$ cat config.mk
export PLATFORM = sky130hd
export DESIGN_NAME = int_wb_arbiter
export DESIGN_NICKNAME = d
export VERILOG_FILES = /design/src/rtl/int_wb_arbiter.sv
export SDC_FILE = /design/constraint.sdc
export NUM_CORES = 1
export LEC_CHECK = 0
export BUFFER_PORTS_ARGS = -buffer_cell sky130_fd_sc_hd__buf_4
export CORE_MARGIN = 10
export CORE_UTILIZATION = 40
export CTS_CLUSTER_SIZE = 12
export DETAILED_ROUTE_END_ITERATION = 10
export PLACE_DENSITY = 0.7
export SLEW_MARGIN = 20
export SYNTH_ARGS = -nofsm -noshare
export SYNTH_HDL_FRONTEND = slang
export SYNTH_SLANG_ARGS = --single-unit
$ cat constraint.sdc
create_clock -name i_clk -period 2.6 [get_ports i_clk]
set_input_delay 0.26 -clock i_clk [delete_from_list [all_inputs] [get_ports i_clk]]
set_output_delay 0.26 -clock i_clk [all_outputs]
set_load 0.01 [all_outputs]
$ cat src/rtl/int_wb_arbiter.sv
// Regfile write-back arbiter: in-order commit pipe vs one-entry multi-cycle result buffer with starvation forcing.
// Optional WB_ARB_FLUSH_KILL_MC_EN: i_flush also discards the buffered MC result.
module int_wb_arbiter #(
  parameter int unsigned DATA_W       = 32,
  parameter int unsigned IDX_W        = 5,
  parameter int unsigned STARVE_LIMIT = 4
) (
  input  logic              i_clk,
  input  logic              i_rst,
  input  logic              i_pipe_valid,
  input  logic [IDX_W-1:0]  i_pipe_idx,
  input  logic [DATA_W-1:0] i_pipe_data,
  output logic              o_pipe_stall,
  input  logic              i_mc_valid,
  input  logic [IDX_W-1:0]  i_mc_idx,
  input  logic [DATA_W-1:0] i_mc_data,
  output logic              o_mc_ready,
  input  logic              i_flush,
  output logic              o_wb_valid,
  output logic [IDX_W-1:0]  o_wb_idx,
  output logic [DATA_W-1:0] o_wb_data,
  output logic              o_mc_pending
);

  typedef enum logic [1:0] {S_EMPTY, S_HELD, S_FORCE} state_e;

  localparam logic [3:0] LIMIT = 4'(STARVE_LIMIT);

  state_e            state_q, state_d;
  logic [3:0]        cnt_q, cnt_d;
  logic [IDX_W-1:0]  buf_idx_q, buf_idx_d;
  logic [DATA_W-1:0] buf_data_q, buf_data_d;
  logic              ready_q, ready_d;
  logic              pend_q, pend_d;
  logic              wb_v_q, wb_v_d;
  logic [IDX_W-1:0]  wb_idx_q, wb_idx_d;
  logic [DATA_W-1:0] wb_data_q, wb_data_d;
  logic              pipe_eff, mc_acc, grant_pipe, grant_buf;

  assign o_pipe_stall = (state_q == S_FORCE);
  assign o_mc_ready   = ready_q;
  assign o_mc_pending = pend_q;
  assign o_wb_valid   = wb_v_q;
  assign o_wb_idx     = wb_idx_q;
  assign o_wb_data    = wb_data_q;

  assign pipe_eff = i_pipe_valid & ~i_flush & ~o_pipe_stall;
  assign mc_acc   = i_mc_valid & ready_q;

  always_comb begin
    state_d    = state_q;
    cnt_d      = cnt_q;
    buf_idx_d  = buf_idx_q;
    buf_data_d = buf_data_q;
    grant_pipe = 1'b0;
    grant_buf  = 1'b0;
    unique case (state_q)
      S_EMPTY: begin
        cnt_d      = '0;
        grant_pipe = pipe_eff;
        if (mc_acc) begin
          state_d    = S_HELD;
          buf_idx_d  = i_mc_idx;
          buf_data_d = i_mc_data;
        end
      end
      S_HELD: begin
        if (pipe_eff) begin
          grant_pipe = 1'b1;
          cnt_d      = (cnt_q == 4'hF) ? cnt_q : cnt_q + 4'd1;
          if (cnt_d >= LIMIT) state_d = S_FORCE;
        end else begin
          grant_buf = 1'b1;
          cnt_d     = '0;
          state_d   = S_EMPTY;
        end
      end
      S_FORCE: begin
        grant_buf = 1'b1;
        cnt_d     = '0;
        state_d   = S_EMPTY;
      end
      default: state_d = S_EMPTY;
    endcase
`ifdef WB_ARB_FLUSH_KILL_MC_EN
    // Flush wins over both a pending drain and a same-cycle MC capture.
    if (i_flush) begin
      grant_buf  = 1'b0;
      state_d    = S_EMPTY;
      cnt_d      = '0;
      buf_idx_d  = '0;
      buf_data_d = '0;
    end
`endif
    ready_d = (state_d == S_EMPTY);
    pend_d  = (state_d != S_EMPTY);

    // Index 0 is the hardwired zero register: the slot is used but nothing is written.
    wb_v_d    = 1'b0;
    wb_idx_d  = '0;
    wb_data_d = '0;
    if (grant_pipe && i_pipe_idx != '0) begin
      wb_v_d    = 1'b1;
      wb_idx_d  = i_pipe_idx;
      wb_data_d = i_pipe_data;
    end else if (grant_buf && buf_idx_q != '0) begin
      wb_v_d    = 1'b1;
      wb_idx_d  = buf_idx_q;
      wb_data_d = buf_data_q;
    end
  end

  always_ff @(posedge i_clk) begin
    if (i_rst) begin
      state_q    <= S_EMPTY;
      cnt_q      <= '0;
      buf_idx_q  <= '0;
      buf_data_q <= '0;
      ready_q    <= 1'b0;
      pend_q     <= 1'b0;
      wb_v_q     <= 1'b0;
      wb_idx_q   <= '0;
      wb_data_q  <= '0;
    end else begin
      state_q    <= state_d;
      cnt_q      <= cnt_d;
      buf_idx_q  <= buf_idx_d;
      buf_data_q <= buf_data_d;
      ready_q    <= ready_d;
      pend_q     <= pend_d;
      wb_v_q     <= wb_v_d;
      wb_idx_q   <= wb_idx_d;
      wb_data_q  <= wb_data_d;
    end
  end

endmodule

==> results of run 1 <==
-- cell usage after synthesis, drive strengths merged --
cell | number | area, µm²
and3 | 1 | 6.26
and3b | 1 | 8.76
a22oi | 3 | 22.5
nand3 | 2 | 10.0
or4 | 1 | 7.51
nor2b | 2 | 12.5
o21a | 1 | 7.51
a31o | 1 | 8.76
a211oi | 1 | 7.51
nor4bb | 1 | 10.0
dfxtp | 83 | 1660
nor3 | 36 | 180
o221ai | 1 | 8.76
nand4 | 1 | 6.26
buf | 9 | 82.6
o21ai | 2 | 10.0
a21oi | 45 | 225
a21boi | 1 | 18.8
a41oi | 1 | 8.76
nor3b | 1 | 7.51
o31a | 2 | 17.5
inv | 3 | 11.3
nand3b | 1 | 7.51
ha | 5 | 62.6
mux2i | 34 | 340
a2bb2oi | 1 | 8.76
nor2 | 9 | 33.8
nand2 | 82 | 308
a32oi | 1 | 8.76
and2 | 1 | 6.26
nor4b | 1 | 8.76
clkbuf | 15 | 56.3
-- worst max-delay path, stage by stage (launching register included) --
cell	delay [ps]
dfxtp_1	420
inv_1	90
ha_1	270
nor3b_1	410
o221ai_4	210
buf_4	290
mux2i_1	200
nor3_1	60
-- metal layers --
metal | vias to the layer above | wire length (µm)
met4 | 0 | 116
met1 | 1245 | 3840
li1 | 1430 | -
met2 | 75 | 4040
met5 | - | 0
met3 | 10 | 556
-- final cells by class --
type	instances	area, µm²	area share (%)
inverters	3	11.3	0.262
flip-flops and latches	83	1660	38.6
clock inverters	5	30.0	0.698
clock buffers	11	131	3.05
multi-input cells	239	1390	32.2
repair buffers	127	953	22.2
well taps	102	128	2.97
-- metrics by stage --
| step | instance area, µm² | hold slack, ps |
|---|---|---|
| after floorplan | 3180 | 396 |
| after global placement | 4140 | 443 |
| after detailed placement | 4140 | 446 |
| after CTS | 4300 | 143 |
| after global routing | 4300 | 146 |
| final | 4300 | 157 |
-- final timing paths --
kind	from	to	slack [ps]
setup / recovery	state_q[0]	o_wb_data[14]	480
hold / removal	i_mc_data[14]	buf_data_q[14]	160
setup reg to reg	state_q[0]	o_wb_data[14]	480
hold reg to reg	buf_data_q[29]	buf_data_q[29]	460
-- sequential cells by signal, summed over array words and instances, names as in the netlist --
| register | flops |
|---|---|
| o_wb_data | 32 |
| buf_idx_q | 5 |
| o_wb_idx | 5 |
| o_mc_pending | 1 |
| state_q | 2 |
| o_wb_valid | 1 |
| buf_data_q | 32 |
| cnt_q | 4 |
| o_mc_ready | 1 |
-- cells by family after synthesis --
kind of cell | after synthesis | synth area share (%)
AND/OR/NAND/NOR | 140 | 19.3
AO/OA/AOI/OAI | 60 | 11.1
flip-flops | 83 | 52.2
buffers and inverters | 27 | 4.72
adder cells (fa/ha/maj) | 5 | 1.97
multiplexers | 34 | 10.7
-- power by group --
group | switching (mW) | internal (mW)
Sequential | 0.0241 | 1.32
Combinational | 0.170 | 0.173
Clock | 0.443 | 0.342
Total | 0.636 | 1.83
==> flow_summary.toml, run 1 <==
[status]
status = "finished clean"

[cts]
cts_resized = 0
clock-sinks = 83
htreeDepth = 3
cts_buffers = 9
cts.clk_slew.worst_paths_ps = 80
hold_buffers = 0
cts_setup_buffers = 0
cts_tree = "yes"
ctsLongestPathBuffers = 2
insertion_delay_ps = 340
clockRootBuffer = "clkbuf_8"

[synth]
ys_ff_latch = 83
syn_inst = 349
yosysWarnings = 0
syn_area_per_cell_um2 = 9.11
synth.distinct_cells = 34
ys_seq_area_share_pct = 52.2
netlist_area_um2 = 3180
syn_nets = 433

[sta]
drv_slew = 0
fin_skew_ps = 5.06
period_needed_ps = 2120
max_slew.worst_pin.slew_ps = 838
fin_crit_sh_pct = 81.4
rsz0062_at_grt = "no"
tns_ps = 0
slew_headroom_pct = 44.1
setup_slack_ps = 483
fmax_mhz = 472
timing.final.hold_violations = 0
report.final.setup_viol = 0

[grt]
grt_pass1_wl_um = 13200
top_usage_layer = "met2"
grtUsageMet3_pct = 4.31
grt_max_degree = 84
grtUsageTotal_pct = 13.8
gr-usage-met1_pct = 17.1
grt_pass1_vias = 2688
antenna_found_initial = 0
overflow = 0
use_met2_pct = 21.9

[power]
powerDensity_nw_per_um2 = 574
p_total_mw = 2.47
p_leak_nw = 1.92
peakVddDrop_mv = 0.279

[critical_path]
worstPathRequired_ps = 2800
crit_type = "reg2reg"
cp.arrival_ps = 2320
crit_path_end_kind = "flop"
cp_max_fo = 21
startpoint_type = "flop"
r2r_cells = 7

[final_layout]
fin_util_pct = 55.7
area_delta_synth_final_pct = 35.2
final_nets = 547
num_antenna_cells = 0
drive_gt1_share_pct = 30.8
final_common_cell = "buf_4"
finalNonFillerCells = 570
n_fill_cell = 714
layout_common_cells = "buf_4, dfxtp_1, nand2_1"

[place]
place_inst = 554
gp_congestion = 0.778
numPortBuffers = 119
place_ws_ps = 522
hpwlAfterDp_um = 6210

[die]
coreArea_um2 = 7730
die_h_um = 109
num_rows = 32
die_w_um = 109
die-area_um2 = 11900
ioPinCount = 120
initial_core_util_pct = 41.2

[detailed_routing]
drtIter0Drc = 99
wire_per_inst_um = 15.0
drc_errors = 0
vias_per_cell = 4.84
drtAntennaViolNets = 0
drtPass1Iterations = 4
dr_total_vias = 2760
totalWireLength_um = 8550

[job]
cap_viol_max_count = 0

[min_path]
hold_depth = 3
hold_path.class = "in2reg"
Note: power is estimated with default switching activity, not from simulation.
==> run 2: changes to the inputs <==
Settings changed: ABC_AREA from default to 1, PLACE_DENSITY 0.7 to 0.69.
Clock period 2.6 ns to 2.1 ns, I/O delays scaled along.
==> run 2 against run 1 <==
Critical path depth decreased by 1. Clock power grew 48%. Sequential share of layout area is 3.0 points lower. Clock-buffer cell count shrank 1. Power up 37%. Worst setup slack lost 140 ps. Sequential power is 25% higher. Final area increased by 8.4%. Largest cell class unchanged.
==> flow_summary.toml, run 2 <==
[status]
status = "finished clean"

[cts]
cts_tree = "yes"
cts_buffers = 9
insertion_delay_ps = 350
ctsLongestPathBuffers = 2
cts_resized = 0
clockRootBuffer = "clkbuf_8"
clock-sinks = 83
hold_buffers = 0
htreeDepth = 3
cts_setup_buffers = 0
cts.clk_slew.worst_paths_ps = 90

[detailed_routing]
drtAntennaViolNets = 0
wire_per_inst_um = 16.2
drtIter0Drc = 223
vias_per_cell = 5.23
dr_total_vias = 3315
drc_errors = 0
drtPass1Iterations = 4
totalWireLength_um = 10300

[critical_path]
cp_max_fo = 30
crit_path_end_kind = "flop"
crit_type = "reg2reg"
startpoint_type = "flop"
r2r_cells = 6
worstPathRequired_ps = 2380
cp.arrival_ps = 2040

[power]
switchingPower_uw = 912
peakVddDrop_mv = 0.410
power.share.clock_pct = 34.5
swShare_pct = 27.1
powerDensity_nw_per_um2 = 723
pwr-share-seq_pct = 49.7
p_int_mw = 2.46
combPwrFrac_pct = 15.8
p_leak_nw = 1.89

[grt]
antenna_found_initial = 0
grtUsageTotal_pct = 15.7
grt_pass1_wl_um = 16600
overflow = 0
grt_pass1_vias = 3425
grt_max_degree = 31

[synth]
ys.flop_type = "dfxtp_1"
yosysWarnings = 0
synth_top_cell_by_area = "dfxtp_1"
synth.distinct_cells = 26
ys_async_sr_fraction_pct = 0
netlist_area_um2 = 3500
synth-edff-count = 0
ys_seq_area_share_pct = 47.5
synth_top_area_share_pct = 47.5
synth_commonest_cells = "dfxtp_1, a21oi_1, nand3_1"
syn_inst = 415
syn_area_per_cell_um2 = 8.43
syn_nets = 499
synth_most_common_cell = "dfxtp_1"
ys_ff_latch = 83
synthTopCellsByArea = "dfxtp_1, a21oi_1, nand3_1"

[job]
cap_viol_max_count = 0

[sta]
fin_skew_ps = 7.55
timing.final.hold_violations = 0
period_needed_ps = 1760
report.final.setup_viol = 0
tns_ps = 0
fin_crit_sh_pct = 83.6
fmax_mhz = 569
drv_slew = 0
rsz0062_at_grt = "no"
slew_headroom_pct = 62.3
max_slew.worst_pin.slew_ps = 565

[final_layout]
final_nets = 605
drive_gt1_share_pct = 35.2
final_common_cell = "buf_4"
layout_common_cells = "buf_4, dfxtp_1, a21oi_1"
area_delta_synth_final_pct = 33.3
num_antenna_cells = 0
fin_area_um2 = 4660

[min_path]
hold_depth = 3
hold_path.class = "in2reg"

[die]
ioPinCount = 120
die_w_um = 114
die_h_um = 114
initial_core_util_pct = 40.5
num_rows = 34
die-area_um2 = 12900
coreArea_um2 = 8640

[place]
hpwlAfterDp_um = 7490
placed_area_um2 = 4460
gp_congestion = 0.846
numPortBuffers = 119
[run 2: changes by cell type after synthesis, sizes merged, moves of 3 or more]
cell / previous run / this run
a21oi: 45 / 80
a22oi: 3 / 0
buf: 9 / 29
clkbuf: 15 / 8
inv: 3 / 18
mux2i: 34 / 0
nand2: 82 / 54
nand3: 2 / 78
nand4: 1 / 36
nor3: 36 / 3
o21ai: 2 / 6
[run 2: kinds of logic (layout without fill, tap and decap cells)]
kind of cell / after synthesis / after routing / share of synthesized area [%]
AOI/OAI and AO/OA: 87 / 87 / 13.7
buffers and inverters: 56 / 167 / 8.05
adders and majority gates: 5 / 5 / 1.79
and+or+nand+nor: 183 / 183 / 28.7
DFF: 83 / 83 / 47.5
xor gates and xnor gates: 1 / 1 / 0.250
[run 2: routing by layer]
metal  share of wire [%]  vias up  global-route usage (%)
li1                    -     1660                       -
met1                  40     1535                    17.5
met2                  49      104                    26.1
met3                 8.4       16                    5.77
met4                 2.3        0                    6.94
met5                   0        -                       0
[run 2: critical path, stage by stage (launching register included)]
cell     delay, ps
dfxtp_1        370
inv_1           90
ha_1           280
o21a_1         390
buf_12         250
nand4_1        120
a21oi_1        170
[run 2: power groups by stage]
stage                     logic, mW  clock network [mW]  registers (mW)
after floorplan               0.278                   0            1.72
after global placement        0.528                   0            1.71
after detailed placement      0.537                   0            1.71
after CTS                     0.538                1.20            1.68
after global routing          0.589                1.27            1.68
final                         0.534                1.16            1.68
[run 2: per-stage QoR]
stage	instances	power [mW]	utilization, %	hold WS [ps]	setup slack (ps)
after floorplan	415	2.00	-	353	609
after global placement	618	2.24	51.7	448	464
after detailed placement	618	2.25	51.7	452	377
after CTS	634	3.41	54.0	98.6	357
after global routing	634	3.54	54.0	93.5	166
final	634	3.37	54.0	112	343
[run 2: final timing paths]
kind | slack, ps | end | from
hold / removal | 110 | o_wb_data[6] | i_pipe_data[6]
setup / recovery | 340 | o_wb_data[23] | state_q[0]
setup reg to reg | 340 | o_wb_data[23] | state_q[0]
hold reg to reg | 460 | buf_data_q[8] | buf_data_q[8]
[run 2: area by class of cell]
cell class | count | area (µm²)
fill | 808 | 3970
sequential | 83 | 1660
multi-input combinational | 276 | 1560
timing repair buffer | 132 | 1030
clock buffer | 10 | 138
tap | 108 | 135
inverter | 19 | 71.3
clock inverter | 6 | 65.1
==> run 3: changes to the inputs <==
Settings changed: ABC_AREA 1 to 0, PLACE_DENSITY 0.69 to 0.7.
Clock period 2.1 ns to 1.7 ns, I/O delays scaled along.
==> run 3 against run 2 <==
Wire length shrank 8.6%. Worst hold slack lost 49 ps. Final area grew 0.24%. Global-route usage shrank 0.92 points. Worst setup slack lost 330 ps. Sequential power grew 23%. Via count shrank 13%.
==> flow_summary.toml, run 3 (synthesized netlist as in run 1, its figures left out) <==
[final_layout]
multi_input_area_um2 = 1540
drive_gt1_share_pct = 38.5
fin_util_pct = 60.5
num_antenna_cells = 0
final_nets = 557
seqCellArea_um2 = 1670
layout_common_cells = "buf_4, nand2_1, dfxtp_1"
n_fill_cell = 680
area_delta_synth_final_pct = 47.0
final_common_cell = "buf_4"

[sta]
report.final.setup_viol = 0
fin_crit_sh_pct = 99.3
max_slew.worst_pin.slew_ps = 433
tns_ps = 0
drv_slew = 0
rsz0062_at_grt = "yes"
setup_slack_ps = 12.0
timing.final.hold_violations = 0
slew_headroom_pct = 71.2
fmax_mhz = 592
period_needed_ps = 1690
holdWs_ps = 63.7
fin_skew_ps = 8.32

[cts]
cts_buffers = 9
htreeDepth = 3
cts_tree = "yes"
insertion_delay_ps = 350
cts.clk_slew.worst_paths_ps = 90
ctsLongestPathBuffers = 2
clockRootBuffer = "clkbuf_8"
clock-sinks = 83
hold_buffers = 0

[die]
die_w_um = 109
num_rows = 32
die-area_um2 = 11900
die_h_um = 109
initial_core_util_pct = 41.2
coreArea_um2 = 7730
ioPinCount = 120

[critical_path]
worstPathRequired_ps = 1960
r2r_cells = 7
max_stage_delay_ps = 400
startpoint_type = "flop"
r2r-end = "o_wb_data[15]"
crit_type = "reg2reg"
crit_path_end_kind = "flop"
r2r_start = "state_q[0]"
cp.arrival_ps = 1950
crit_chain = "inv_4 -> ha_4 -> nor3b_4 -> o221ai_4 -> a21boi_4 -> buf_12 -> nor3_1"
r2r_setup_slack_ps = 10
cp_max_fo = 9
slowest_stage = "dfxtp_4"

[power]
p_total_mw = 4.09
peakVddDrop_mv = 0.528
powerDensity_nw_per_um2 = 875
p_leak_nw = 2.05

[grt]
grt_pass1_wl_um = 13900
grt_pass1_vias = 2920
antenna_found_initial = 0
overflow = 0
grtUsageTotal_pct = 14.7
grt_max_degree = 38

[job]
cap_viol_max_count = 0

[detailed_routing]
drc_errors = 0
dr_total_vias = 2900
vias_per_cell = 5.00
drtAntennaViolNets = 0
wire_per_inst_um = 16.2
drtPass1Iterations = 4
drtIter0Drc = 81
totalWireLength_um = 9400

[min_path]
hold_path_end = "buf_data_q[7]"
hp-start = "i_mc_data[7]"
hold_path.class = "in2reg"
hold_depth = 3

[place]
place_ws_ps = -119
hpwlAfterDp_um = 6770
gp_congestion = 0.806
numPortBuffers = 119

[status]
status = "finished clean"
-- run 3: area by class of cell --
cell class                 instances  share of cell area (%)
clock buffer                       9                    2.65
multi-input combinational        239                    32.9
inverter                           3                   0.294
sequential                        83                    35.7
timing repair buffer             137                    24.1
clock inverter                     7                    1.63
tap                              102                    2.73
-- run 3: through the flow --
stage	instance area [µm²]	cells
floorplan	3190	349
global placement	4260	561
finish	4670	580
CTS	4500	577
detailed placement	4260	561
global route	4670	580
-- run 3: worst max-delay path, delay by kind of cell, from the launching register on --
family | cells | cell delay [ps]
flip-flops | 1 | 400
AND/OR/NAND/NOR | 2 | 410
buffers and inverters | 2 | 230
adder cells (fa/ha/maj) | 1 | 180
AO/OA/AOI/OAI | 2 | 380
-- run 3: what timing repair did --
item,in CTS,in global routing
buffers inserted,0,1
gates cloned,0,2
resized for setup,10,27
pin swaps,1,1
setup endpoints to repair,35,37
-- run 3: per-layer routing --
metal	track usage, %	vias up	part of all wire (%)
li1	-	1447	-
met1	15.9	1377	40
met2	26.6	67	54
met3	3.95	9	5.3
met4	6.13	0	1.4
met5	0	-	0
-- run 3: worst max-delay path by stage --
stage	start	end	slack (ps)	depth (start not counted)
after floorplan	state_q[0]	o_wb_data[22]	7	8
after global placement	i_pipe_idx[1]	o_wb_data[3]	-70	6
after CTS	state_q[0]	o_wb_data[6]	9	7
after detailed placement	i_pipe_idx[1]	o_wb_data[6]	-120	6
after global routing	state_q[0]	o_wb_data[15]	-100	7
final	state_q[0]	o_wb_data[15]	10	7
-- run 3: where the power goes --
group | internal, mW | switching [mW] | leakage (nW)
registers | 2.01 | 0.0403 | 0.675
logic | 0.318 | 0.298 | 1.28
clock network | 0.686 | 0.733 | 0.0958
total | 3.02 | 1.07 | 2.05
